## src/rtl/alu_operand_stage_if.sv

```systemverilog
// Handshake bundle between the issue logic, the operand stage and the ALU.
// It carries the issue side, the writeback port and the registered operand bundle.
interface alu_operand_stage_if #(
    parameter int W   = 8,
    parameter int Ops = 3,
    parameter int RA  = 3
);
    logic           in_valid;
    logic           in_ready;
    logic [Ops-1:0] in_op;
    logic [RA-1:0]  in_ra;
    logic [RA-1:0]  in_rb;
    logic [RA-1:0]  in_rc;
    logic [RA-1:0]  in_rd;
    logic           in_imm_sel;
    logic [W-1:0]   in_imm;

    logic           wb_en;
    logic [RA-1:0]  wb_addr;
    logic [W-1:0]   wb_data;

    logic           out_valid;
    logic           out_ready;
    logic [Ops-1:0] out_op;
    logic [W-1:0]   out_a;
    logic [W-1:0]   out_b;
    logic [W-1:0]   out_c;
    logic [RA-1:0]  out_rd;

    modport master (
        output in_valid, in_op, in_ra, in_rb, in_rc, in_rd, in_imm_sel, in_imm,
        output wb_en, wb_addr, wb_data, out_ready,
        input  in_ready, out_valid, out_op, out_a, out_b, out_c, out_rd
    );

    modport slave (
        input  in_valid, in_op, in_ra, in_rb, in_rc, in_rd, in_imm_sel, in_imm,
        input  wb_en, wb_addr, wb_data, out_ready,
        output in_ready, out_valid, out_op, out_a, out_b, out_c, out_rd
    );
endinterface

```

## src/rtl/alu_operand_stage.sv

```systemverilog
// Operand-fetch stage: register file, writeback bypass, immediate select and a
// registered valid/ready operand bundle that keeps held operands coherent with writebacks.
module alu_operand_stage #(
    parameter int W   = 8,
    parameter int Ops = 3,
    parameter int RA  = 3
) (
    input  logic               clk,
    input  logic               reset,
    alu_operand_stage_if.slave bus
);
    localparam int N = 1 << RA;

    logic [W-1:0] rf_rdata [N];

    genvar gi;
    generate
        for (gi = 0; gi < N; gi++) begin : g_rf
            logic [W-1:0] entry_q;
            always_ff @(posedge clk) begin
                if (reset) begin
                    entry_q <= '0;
                end else if (bus.wb_en && (bus.wb_addr == RA'(gi))) begin
                    entry_q <= bus.wb_data;
                end
            end
            assign rf_rdata[gi] = entry_q;
        end
    endgenerate

    // Bypass makes a same-cycle writeback visible to the op being captured.
    logic [W-1:0] rd_a, rd_b, rd_c;
    assign rd_a = (bus.wb_en && bus.wb_addr == bus.in_ra) ? bus.wb_data : rf_rdata[bus.in_ra];
    assign rd_b = (bus.wb_en && bus.wb_addr == bus.in_rb) ? bus.wb_data : rf_rdata[bus.in_rb];
    assign rd_c = (bus.wb_en && bus.wb_addr == bus.in_rc) ? bus.wb_data : rf_rdata[bus.in_rc];

    logic           out_valid_q, out_valid_d;
    logic [Ops-1:0] op_q, op_d;
    logic [W-1:0]   a_q, a_d;
    logic [W-1:0]   b_q, b_d;
    logic [W-1:0]   c_q, c_d;
    logic [RA-1:0]  rd_q, rd_d;
    logic [RA-1:0]  hold_ra_q, hold_ra_d;
    logic [RA-1:0]  hold_rb_q, hold_rb_d;
    logic [RA-1:0]  hold_rc_q, hold_rc_d;
    logic           hold_bimm_q, hold_bimm_d;

    logic xfer;
    assign bus.in_ready = !out_valid_q || bus.out_ready;
    assign xfer         = bus.in_valid && bus.in_ready;

    always_comb begin
        out_valid_d = out_valid_q;
        op_d        = op_q;
        a_d         = a_q;
        b_d         = b_q;
        c_d         = c_q;
        rd_d        = rd_q;
        hold_ra_d   = hold_ra_q;
        hold_rb_d   = hold_rb_q;
        hold_rc_d   = hold_rc_q;
        hold_bimm_d = hold_bimm_q;
        if (xfer) begin
            out_valid_d = 1'b1;
            op_d        = bus.in_op;
            a_d         = rd_a;
            b_d         = bus.in_imm_sel ? bus.in_imm : rd_b;
            c_d         = rd_c;
            rd_d        = bus.in_rd;
            hold_ra_d   = bus.in_ra;
            hold_rb_d   = bus.in_rb;
            hold_rc_d   = bus.in_rc;
            hold_bimm_d = bus.in_imm_sel;
        end else if (out_valid_q) begin
            if (bus.out_ready) begin
                out_valid_d = 1'b0;
            end
            // A held bundle must not carry a stale register value past a writeback.
            if (bus.wb_en) begin
                if (hold_ra_q == bus.wb_addr) a_d = bus.wb_data;
                if (!hold_bimm_q && hold_rb_q == bus.wb_addr) b_d = bus.wb_data;
                if (hold_rc_q == bus.wb_addr) c_d = bus.wb_data;
            end
        end
    end

    always_ff @(posedge clk) begin
        if (reset) begin
            out_valid_q <= 1'b0;
            op_q        <= '0;
            a_q         <= '0;
            b_q         <= '0;
            c_q         <= '0;
            rd_q        <= '0;
            hold_ra_q   <= '0;
            hold_rb_q   <= '0;
            hold_rc_q   <= '0;
            hold_bimm_q <= 1'b0;
        end else begin
            out_valid_q <= out_valid_d;
            op_q        <= op_d;
            a_q         <= a_d;
            b_q         <= b_d;
            c_q         <= c_d;
            rd_q        <= rd_d;
            hold_ra_q   <= hold_ra_d;
            hold_rb_q   <= hold_rb_d;
            hold_rc_q   <= hold_rc_d;
            hold_bimm_q <= hold_bimm_d;
        end
    end

    assign bus.out_valid = out_valid_q;
    assign bus.out_op    = op_q;
    assign bus.out_a     = a_q;
    assign bus.out_b     = b_q;
    assign bus.out_c     = c_q;
    assign bus.out_rd    = rd_q;
endmodule

```

## src/flat_wrapper.sv

```systemverilog
// flat-port wrapper written by rule: the top's interface ports become plain ports
module alu_operand_stage_flat 
#(
    parameter int W   = 8,
    parameter int Ops = 3,
    parameter int RA  = 3
)
  (clk, reset, bus_in_valid, bus_in_op, bus_in_ra, bus_in_rb, bus_in_rc, bus_in_rd, bus_in_imm_sel, bus_in_imm, bus_wb_en, bus_wb_addr, bus_wb_data, bus_out_ready, bus_in_ready, bus_out_valid, bus_out_op, bus_out_a, bus_out_b, bus_out_c, bus_out_rd);
  alu_operand_stage_if #(.W(W), .Ops(Ops), .RA(RA)) bus_i ();
  input  logic clk;
  input  logic reset;
  input wire logic [$bits(bus_i.in_valid)-1:0] bus_in_valid;
  input wire logic [$bits(bus_i.in_op)-1:0] bus_in_op;
  input wire logic [$bits(bus_i.in_ra)-1:0] bus_in_ra;
  input wire logic [$bits(bus_i.in_rb)-1:0] bus_in_rb;
  input wire logic [$bits(bus_i.in_rc)-1:0] bus_in_rc;
  input wire logic [$bits(bus_i.in_rd)-1:0] bus_in_rd;
  input wire logic [$bits(bus_i.in_imm_sel)-1:0] bus_in_imm_sel;
  input wire logic [$bits(bus_i.in_imm)-1:0] bus_in_imm;
  input wire logic [$bits(bus_i.wb_en)-1:0] bus_wb_en;
  input wire logic [$bits(bus_i.wb_addr)-1:0] bus_wb_addr;
  input wire logic [$bits(bus_i.wb_data)-1:0] bus_wb_data;
  input wire logic [$bits(bus_i.out_ready)-1:0] bus_out_ready;
  output wire logic [$bits(bus_i.in_ready)-1:0] bus_in_ready;
  output wire logic [$bits(bus_i.out_valid)-1:0] bus_out_valid;
  output wire logic [$bits(bus_i.out_op)-1:0] bus_out_op;
  output wire logic [$bits(bus_i.out_a)-1:0] bus_out_a;
  output wire logic [$bits(bus_i.out_b)-1:0] bus_out_b;
  output wire logic [$bits(bus_i.out_c)-1:0] bus_out_c;
  output wire logic [$bits(bus_i.out_rd)-1:0] bus_out_rd;
  assign bus_i.in_valid = bus_in_valid;
  assign bus_i.in_op = bus_in_op;
  assign bus_i.in_ra = bus_in_ra;
  assign bus_i.in_rb = bus_in_rb;
  assign bus_i.in_rc = bus_in_rc;
  assign bus_i.in_rd = bus_in_rd;
  assign bus_i.in_imm_sel = bus_in_imm_sel;
  assign bus_i.in_imm = bus_in_imm;
  assign bus_i.wb_en = bus_wb_en;
  assign bus_i.wb_addr = bus_wb_addr;
  assign bus_i.wb_data = bus_wb_data;
  assign bus_i.out_ready = bus_out_ready;
  assign bus_in_ready = bus_i.in_ready;
  assign bus_out_valid = bus_i.out_valid;
  assign bus_out_op = bus_i.out_op;
  assign bus_out_a = bus_i.out_a;
  assign bus_out_b = bus_i.out_b;
  assign bus_out_c = bus_i.out_c;
  assign bus_out_rd = bus_i.out_rd;
  alu_operand_stage #(.W(W), .Ops(Ops), .RA(RA)) u_core (.clk(clk), .reset(reset), .bus(bus_i));
endmodule
```

## config.mk

```make
export PLATFORM = sky130hd
export DESIGN_NAME = alu_operand_stage_flat
export DESIGN_NICKNAME = d
export VERILOG_FILES = /design/src/rtl/alu_operand_stage_if.sv /design/src/rtl/alu_operand_stage.sv /design/src/flat_wrapper.sv
export SDC_FILE = /design/constraint.sdc
export NUM_CORES = 1
export LEC_CHECK = 0
export ABC_AREA = 1
export CORE_UTILIZATION = 57
export DETAILED_ROUTE_END_ITERATION = 8
export PLACE_DENSITY = 0.79
export SLEW_MARGIN = 20
export SYNTH_ARGS = -nofsm -noshare
export SYNTH_HDL_FRONTEND = slang
export SYNTH_SLANG_ARGS = --single-unit
```

## constraint.sdc

```tcl
create_clock -name clk -period 1.95 [get_ports clk]
set_clock_uncertainty 0.05 [all_clocks]
set_input_delay 0.4875 -clock clk [delete_from_list [all_inputs] [get_ports clk]]
set_output_delay 0.4875 -clock clk [all_outputs]
set_load 0.005 [all_outputs]
```

; ---- Word level (Yosys, flattened, before mapping)
; Index checks and enable logic that the tools add are counted.
; W data, S select, Z words.
[word_totals]
regBits = 105
in_bits = 40
out_inout_bits = 32
word_cells = 90
[op_classes]
magnitude_cmp = 3
eq_ne = 13
muxes = 28
n_bitwise = 3
n_reduce_logical = 25
[op_table]
columns = op, count
row1 = $mux W8, 22
row2 = $bmux W8 S3, 3
row3 = $eq A3 B3 Y1, 6
row4 = $logic_and A1 B1 Y1, 13
row5 = $eq A3 B3 Y1 const B, 4
row6 = $ge A4 B4 Y1 const B, 3
row7 = $not A3 Y4, 3
row8 = $reduce_bool A2 Y1, 5
row9 = $reduce_and A3 Y1, 3
row10 = $eq A3 B2 Y1 const B, 2
row11 = $eq A3 B1 Y1 const B, 1
row12 = $logic_not A3 Y1, 1
row13 = $mux W1, 3
row14 = $logic_not A1 Y1, 2
row15 = $logic_or A1 B1 Y1, 1

; ---- Longest topological paths before layout
[logic_depth]
word_depth = 7
ltp_mapped = 12
mapped_depth_nobuf = 11

; ---- Worst setup path before layout
; No wires, ideal clock.
[synth_timing]
path_kind = input port to flip-flop
from = input port bus_wb_addr[2]
to = register u_core.g_rf[2].entry_q[2]
setup_ps = 119
arrival_time_ps = 1396
required_ps = 1781
setup_slack_ps = 385
stages = 7
path_buffers = 1
cell_sequence = buf_6 -> inv_2 -> nand2_1 -> nor2_1 -> inv_2 -> o21ai_0 -> a21oi_1
[synth_between]
elab_chain_cells = 2
[synth_rtl]
columns = element, line
row1 = start: declaration, flat_wrapper.sv:21  ; input wire logic [$bits(bus_i.wb_addr)-1:0] bus_wb_addr;
row2 = $eq A3 B2 Y1, alu_operand_stage.sv:23  ; end else if (bus.wb_en && (bus.wb_addr == RA'(gi))) begin
row3 = $logic_and A1 B1 Y1, alu_operand_stage.sv:23
row4 = end signal: assignment, alu_operand_stage.sv:24  ; entry_q <= bus.wb_data;
row5 = end: declaration, alu_operand_stage.sv:19  ; logic [W-1:0] entry_q;
; Every way passes these cells.
; A chain may end at the register's enable or synchronous reset.

; ---- Worst setup path in the final report
[layout_timing]
from = input port bus_in_rc[1]
to = register u_core.c_q[3] (netlist: u_core.bus.out_c[3])
[layout_between]
elab_chain_cells = 6
elab_cells_between_ends = 8
classes_between = eq/ne (1) / mux (5) / bitwise (1) / reduce/logical (1)
[layout_rtl]
columns = element, line
row1 = start: declaration, flat_wrapper.sv:16  ; input wire logic [$bits(bus_i.in_rc)-1:0] bus_in_rc;
row2 = $not A3 Y4 (not written as such), alu_operand_stage.sv:35  ; assign rd_c = (bus.wb_en && bus.wb_addr == bus.in_rc) ? bus.wb_data : rf_rdata[bus.in_rc];
row3 = $bmux W8 S3, alu_operand_stage.sv:35
row4 = $mux W8 (not written as such) (2 in a row), alu_operand_stage.sv:35
row5 = $mux W8 (*), alu_operand_stage.sv:35
row6 = $mux W8 (*), alu_operand_stage.sv:63  ; if (xfer) begin
row7 = end signal: assignment, alu_operand_stage.sv:93  ; c_q <= '0;
row8 = end signal: assignment, alu_operand_stage.sv:104  ; c_q <= c_d;
row9 = end: declaration, alu_operand_stage.sv:41  ; logic [W-1:0] c_q, c_d;
; Every way passes the cells marked *; elsewhere a longest branch is shown, timed or not. The select of a mux whose other input is x is not followed.

==> flow_summary.toml <==
[run_status]
status = "finished, final reports clean"

[cts]
cts_hold_buf = 0
cts_tree = "done"
clock_latency_ns = 0.39
cts_max_path_buffers = 2
h-tree-depth = 3
clock_sinks = 105
root_buffer = "clkbuf_8"
cts-buffers-inserted = 9
clk_pin_slew_ns = 0.09

[placement]
post-place-cells = 1225
place_ws_ns = -0.3134
routabilityCongestion = 0.9808
hpwl_mm = 14.29
placed_area_sq_um = 7460
portBuffers = 71

[power_and_ir_drop]
p_switching_mw = 1.519
p_total_mw = 5.086
vdd_ir_drop_max_uv = 608.9
p_per_area_nw_per_um2 = 660.9
pwr-share-comb = 0.240
leakage_nw = 3.400
swShare = 0.2987
clockPowerShare = 0.302
p_int_mw = 3.567
seqPwrFrac = 0.458

[cells_and_area]
syn2layout_area_growth_pct = 24.59
drive_gt1_frac = 0.1141
n_antenna_cell = 0
fin_cells = 1240
nets = 1141
design_area_sq_um = 7696

[setup_path]
critPathCaptureType = "flop"
required_ns = 2.19
cp_slowest_cell = "clkdlybuf4s50_1"
worstPathArrival_ns = 2.12
criticalPathCategory = "input port to flop"
crit_top_cell = "nor2_1"
crit_fanout = 10
cp_top_family = "buffers and inverters"
slowest_delay_ns = 0.58
startpoint_type = "input port"
worstReg2RegStart = "u_core.bus.out_valid$_SDFF_PP0_"
cp-startpoint = "bus_in_rc[1]"
critPathBufInv = 3
path_cells = "clkdlybuf4s50_1 > inv_2 > buf_4 > a21oi_1 > o21ai_0 > nand2_1 > nand2_1 > nand3_1 > nor2_1 > nor2_1 > nor2_1"

[global_routing]
grt_pass1_wl_mm = 31.86
grt_use_total = 0.3616
grt_pass1_vias = 6494
grt.overflow.total = 0
grt_max_degree = 51
antenna_found_initial = 0

[synthesis]
synth-edff-count = 0
synth_nets = 1040
synth_area_sq_um = 6177
synthesis.instances = 1000
yosysUniqueCellTypes = 24
synth_ff_type = "dfxtp_1"
ys_seq_elements = 105
synth_async_sr_flop_share = 0
seq_area_frac_synth = 0.3403
yosysTopAreaCellShare = 0.3403
synth_largest_area_cell = "dfxtp_1"
synth_top_cells_by_area = "dfxtp_1 34%, nand2_1 14%, o21ai_0 14%"
yosys-top-cells-count = "224 x nand2_1, 167 x o21ai_0, 151 x a21oi_1"
yosys_warnings = 0
avgSynthCellArea_sq_um = 6.177
yosysMostFrequentCell = "nand2_1"

[timing]
relSlewSlack = 0.6832
timing.final.crit_share = 0.9613
setup_violations = 0
hold_violations = 0
worst_slew_pin_slew_ns = 0.4747
clock.fmax_mhz = 533.4
holdWs_ns = 0.4392
finalMaxSlewViolations = 0
period_needed_ns = 1.875
setup_ws_ns = 0.07540

[worst_hold_path]
hp-class = "flop to flop"
min-delay-start = "u_core.g_rf[3].entry_q[7]$_SDFFE_PP0P_"

[floorplanning]
die_w_microns = 106.1
core_area_sq_um = 10420
dieArea_sq_um = 11260
die_height_microns = 106.1
rows = 37
pin_count = 72
start_util = 0.5930

[detailed_routing]
via_count = 7070
drt_iter0_markers = 703
wl_per_cell_microns = 15.85
antenna_left = 0
via_per_inst = 5.702
wl_mm = 19.65
drc = 0
first_pass_iters = 6

[flow_run]
maxCapViolations = 0
[layer usage]
| layer | up-vias | GRT usage | wire length, microns |
|---|---|---|---|
| li1 | 3478 | - | - |
| met1 | 3166 | 0.4413 | 7907 |
| met2 | 356 | 0.5928 | 9144 |
| met3 | 70 | 0.07909 | 1749 |
| met4 | 0 | 0.1925 | 850 |
| met5 | - | 0 | 0 |
[power by group through the flow]
stage / clock network, mW / registers, mW / logic (mW)
floorplan: 0 / 2.37 / 0.670
global placement: 0 / 2.37 / 1.18
detailed placement: 0 / 2.37 / 1.19
CTS: 1.55 / 2.33 / 1.20
global route: 1.63 / 2.34 / 1.35
finish: 1.54 / 2.33 / 1.22
[sequential cells by signal, summed over array words and instances, names as in the netlist, 3 cells and up]
register             cells
u_core.bus.out_rd        3
u_core.bus.out_b         8
u_core.hold_rb_q         3
u_core.hold_ra_q         3
u_core.g_rf.entry_q     64
u_core.bus.out_a         8
u_core.hold_rc_q         3
u_core.bus.out_c         8
u_core.bus.out_op        3
[per-stage QoR]
stage	TNS [ns]	util
final	0	0.7389
after global routing	-0.005483	0.7389
after CTS	0	0.7368
after detailed placement	-16.21	0.7162
after global placement	-13.79	0.7162
after floorplan	0	-
[final cells by class]
cell class	count	area [sq um]
timing repair buffer	151	1408
clock inverter	3	65.06
sequential	105	2102
clock buffer	11	151.4
inverter	104	390.4
fill	882	2720
multi-input combinational	730	3410
tap	136	170.2
[worst register-to-register path, stage by stage (launching register included)]
cell and delay [ns]:
dfxtp_1 0.37, nand2_1 0.08, buf_4 0.14, nand2_2 0.12
inv_2 0.09, buf_4 0.18, nand3_1 0.10, nor2_1 0.05
nor2_1 0.17, nor2_1 0.06
[cells by family after synthesis]
kind of cell | after synthesis | synth area share
AOI/OAI and AO/OA | 326 | 0.2674
buffers and inverters | 166 | 0.1100
DFF | 105 | 0.3403
and+or+nand+nor | 395 | 0.2710
xor gates and xnor gates | 8 | 0.01134
[cells in the final DEF (no fill, tap or decap)]
master           netlist  final
buf_12                 0      8
nor2_2                 3      4
o21ai_0              167    167
dlymetal6s2s_1         0      3
nand3b_1              10     10
buf_2                 24      2
o211ai_1               8      8
a21oi_1              151    151
clkinv_2               0      1
clkdlybuf4s50_1        0     65
bufinv_16              0      2
inv_1                 84     83
xnor2_1                8      8
inv_2                 14     15
nand2_4                1      1
dlygate4sd2_1          0      1
dfxtp_1              105    105
nand4_1                2      2
nor2_4                 3      3
clkbuf_8               0     11
buf_4                  5     72
nor2_1                76     76
nand3_1               69     69
nand2_1              224    224
nand2_2                5      5
clkinv_1               6      6
nand3_4                0      1
nor3_2                 1      1
[path summary, 6_finish.rpt]
path	depth (start not counted)	slack, ns	endpoint
setup / recovery	11	0.08	u_core.bus.out_c[3]$_SDFFE_PP0P_
hold reg to reg	2	0.44	u_core.g_rf[3].entry_q[7]$_SDFFE_PP0P_
hold / removal	2	0.44	u_core.g_rf[3].entry_q[7]$_SDFFE_PP0P_
setup reg to reg	9	0.44	u_core.bus.out_a[7]$_SDFFE_PP0P_
[repair_timing]
item	CTS	global route
pin swaps	0	1
gates resized for setup	1	4
cloned	0	1
setup endpoints to repair	1	9
buffers inserted	0	0
Power figures use the tool's default switching activity.
==> patch, RTL diff (config.mk and constraints unchanged) <==
`W` is set to 8 in 3 places; all go to 9.
--- a/src/rtl/alu_operand_stage_if.sv
+++ b/src/rtl/alu_operand_stage_if.sv
@@ -1,7 +1,7 @@
 // Handshake bundle between the issue logic, the operand stage and the ALU.
 // It carries the issue side, the writeback port and the registered operand bundle.
 interface alu_operand_stage_if #(
-    parameter int W   = 8,
+    parameter int W   = 9,
     parameter int Ops = 3,
     parameter int RA  = 3
 );
--- a/src/rtl/alu_operand_stage.sv
+++ b/src/rtl/alu_operand_stage.sv
@@ -1,7 +1,7 @@
 // Operand-fetch stage: register file, writeback bypass, immediate select and a
 // registered valid/ready operand bundle that keeps held operands coherent with writebacks.
 module alu_operand_stage #(
-    parameter int W   = 8,
+    parameter int W   = 9,
     parameter int Ops = 3,
     parameter int RA  = 3
 ) (
--- a/src/flat_wrapper.sv
+++ b/src/flat_wrapper.sv
@@ -1,7 +1,7 @@
 // flat-port wrapper written by rule: the top's interface ports become plain ports
 module alu_operand_stage_flat 
 #(
-    parameter int W   = 8,
+    parameter int W   = 9,
     parameter int Ops = 3,
     parameter int RA  = 3
 )
Ports: changed (5 resized); port bits go from 72 to 77. No check against the original RTL was run, so the function may have changed too.
==> patch against the original RTL <==
  * The run now ends with DRC left
  * Cell area rose by 15%
  * Synthesized cell count rose by 11%
  * Synthesized area rose by 11%
  * Sequential cell count rose by 11
  * Worst setup slack improved by 3.1 ps
  * Die area rose by 11%
  * Via count rose by 16%
  * Total power rose by 41%
  * Wire length rose by 19%
  * Register-to-register slack got worse by 80 ps
  * Critical path depth fell by 1
  * Non-clock buffer count rose by 4
  * Critical path type unchanged
  * Largest power group is now clock
  * Highest routed layer unchanged
==> patch: results (changes against the original RTL) <==
INFO  metric final.fill_count = 907 (+2.8%)
INFO  metric async_reset_ff_share = 0% (unchanged)
INFO  metric yosysSeqAreaShare = 33.79% (-0.24 points)
INFO  metric ir_worst_vdd = 0.7955 mV (+31%)
INFO  metric crit_path_max_incr_delay = 610 ps (+30 ps)
INFO  metric preCtsSetupSlack = -355.4 ps (-42.01 ps)
INFO  metric place.gp.congestion = 0.9976 (+1.7%)
INFO  metric compound_cell_area_share_of_the_yosys_netlist = 26.83% (+0.097 points)
INFO  metric status = complete, but fails checks
INFO  metric clock_insertion_delay_worst_skew = 420 ps (+30 ps)
INFO  metric drt_iter0_markers = 987 (+40%)
INFO  metric post_route_cells_drive_above_1_share = 12.39% (+0.97 points)
INFO  metric power_leakage = 3.864 nW (+14%)
INFO  metric avgViaCountPerCell = 5.980 (+4.9%)
INFO  metric cts.repair_timing.setup_buffer_count = 0 (unchanged)
INFO  metric dp_hpwl = 16,410 um (+15%)
INFO  metric number_of_nets_in_the_synthesized_netlist = 1,154 (+11%)
INFO  metric numCtsBuffers = 17 (+8)
INFO  metric number_of_global_route_vias_before_repair = 7,622 (+17%)
INFO  metric synth.distinct_cells = 28 (+17%)
INFO  metric port_buffers = 76 (+7.0%)
INFO  metric grt_use_total = 38.36% (+2.2 points)
INFO  metric drcViolationCount = 1 (+1)
INFO  metric post_synth_xor_area_fraction = 1.019% (-0.11 points)
INFO  metric cts.clk_slew.worst_paths = 50 ps (-40 ps)
INFO  metric arrival = 2130 ps
INFO  metric dr.pass1.iters = 8 (+2)
INFO  metric worstPathMaxFanout = 9 (-1)
INFO  metric violations = DRC
INFO  metric tightest_slew = 573.4 ps (+98.73 ps)
INFO  metric htreeDepth = 4 (+1)
INFO  metric netlist_top_cells_count = nand2_1 (260), a21oi_1 (164), o21ai_0 (144)
-- patch: changes by cell type after synthesis, moves of 3 or more --
cell / change
dfxtp_1: +11
clkbuf_1: +6
nand2_1: +36
a21oi_1: +13
o21ai_0: -23
o21ai_1: +29
nand3_1: +13
a21oi_2: +3
nor2_2: +5
buf_4: -3
inv_1: +6
o21bai_1: +8
buf_2: +4
-- patch: layer usage --
metal / share of wire (%) / track usage (%) / vias up
li1: - / - / 3859
met1: 39 / 45.75 / 3702
met2: 47 / 63.48 / 484
met3: 8.0 / 7.676 / 147
met4: 6.3 / 23.69 / 0
met5: 0 / 0 / -
-- patch: final cells by class --
class	instances	share of cell area, %
Multi-Input combinational cell	813	43.09
Sequential cell	116	26.24
Timing Repair Buffer	155	17.03
Clock buffer	20	5.160
Inverter	111	4.707
Tap cell	143	2.021
Clock inverter	12	1.753
-- patch: path summary, 6_finish.rpt --
check	end	from	cells past startpoint	slack, ps
setup / recovery	u_core.bus.out_c[4]$_SDFFE_PP0P_	bus_in_rc[1]	10	80
setup reg to reg	u_core.bus.out_a[7]$_SDFFE_PP0P_	u_core.bus.out_valid$_SDFF_PP0_	8	360
hold / removal	u_core.bus.out_op[2]$_SDFFE_PP0P_	u_core.bus.out_op[2]$_SDFFE_PP0P_	2	440
hold reg to reg	u_core.bus.out_op[2]$_SDFFE_PP0P_	u_core.bus.out_op[2]$_SDFFE_PP0P_	2	440
-- patch: power by group --
group          internal, mW  total (mW)  switching [mW]
sequential             2.50        2.58          0.0810
clock                  2.07        3.23            1.16
combinational         0.584        1.37           0.788
-- patch: worst max-delay path, delay by kind of cell --
kind / cells / cell delay [ps]
compound gates: 1 / 50
simple gates: 7 / 850
buf+inv: 2 / 730
-- patch: through the flow --
stage	instances	area (um^2)	setup TNS, ps	total power, mW
6_report	1370	8851	0	7.186
5_1_grt	1370	8851	0	7.428
4_1_cts	1370	8841	0	7.158
3_5_place_dp	1338	8230	-20330	3.957
3_3_place_gp	1338	8230	-17000	3.936
2_1_floorplan	1112	6873	0	3.368
-- patch: cells by family after synthesis --
logic type / count (synthesis)
simple gates: 448
flops: 116
compound gates: 357
xor+xnor: 8
buf+inv: 183
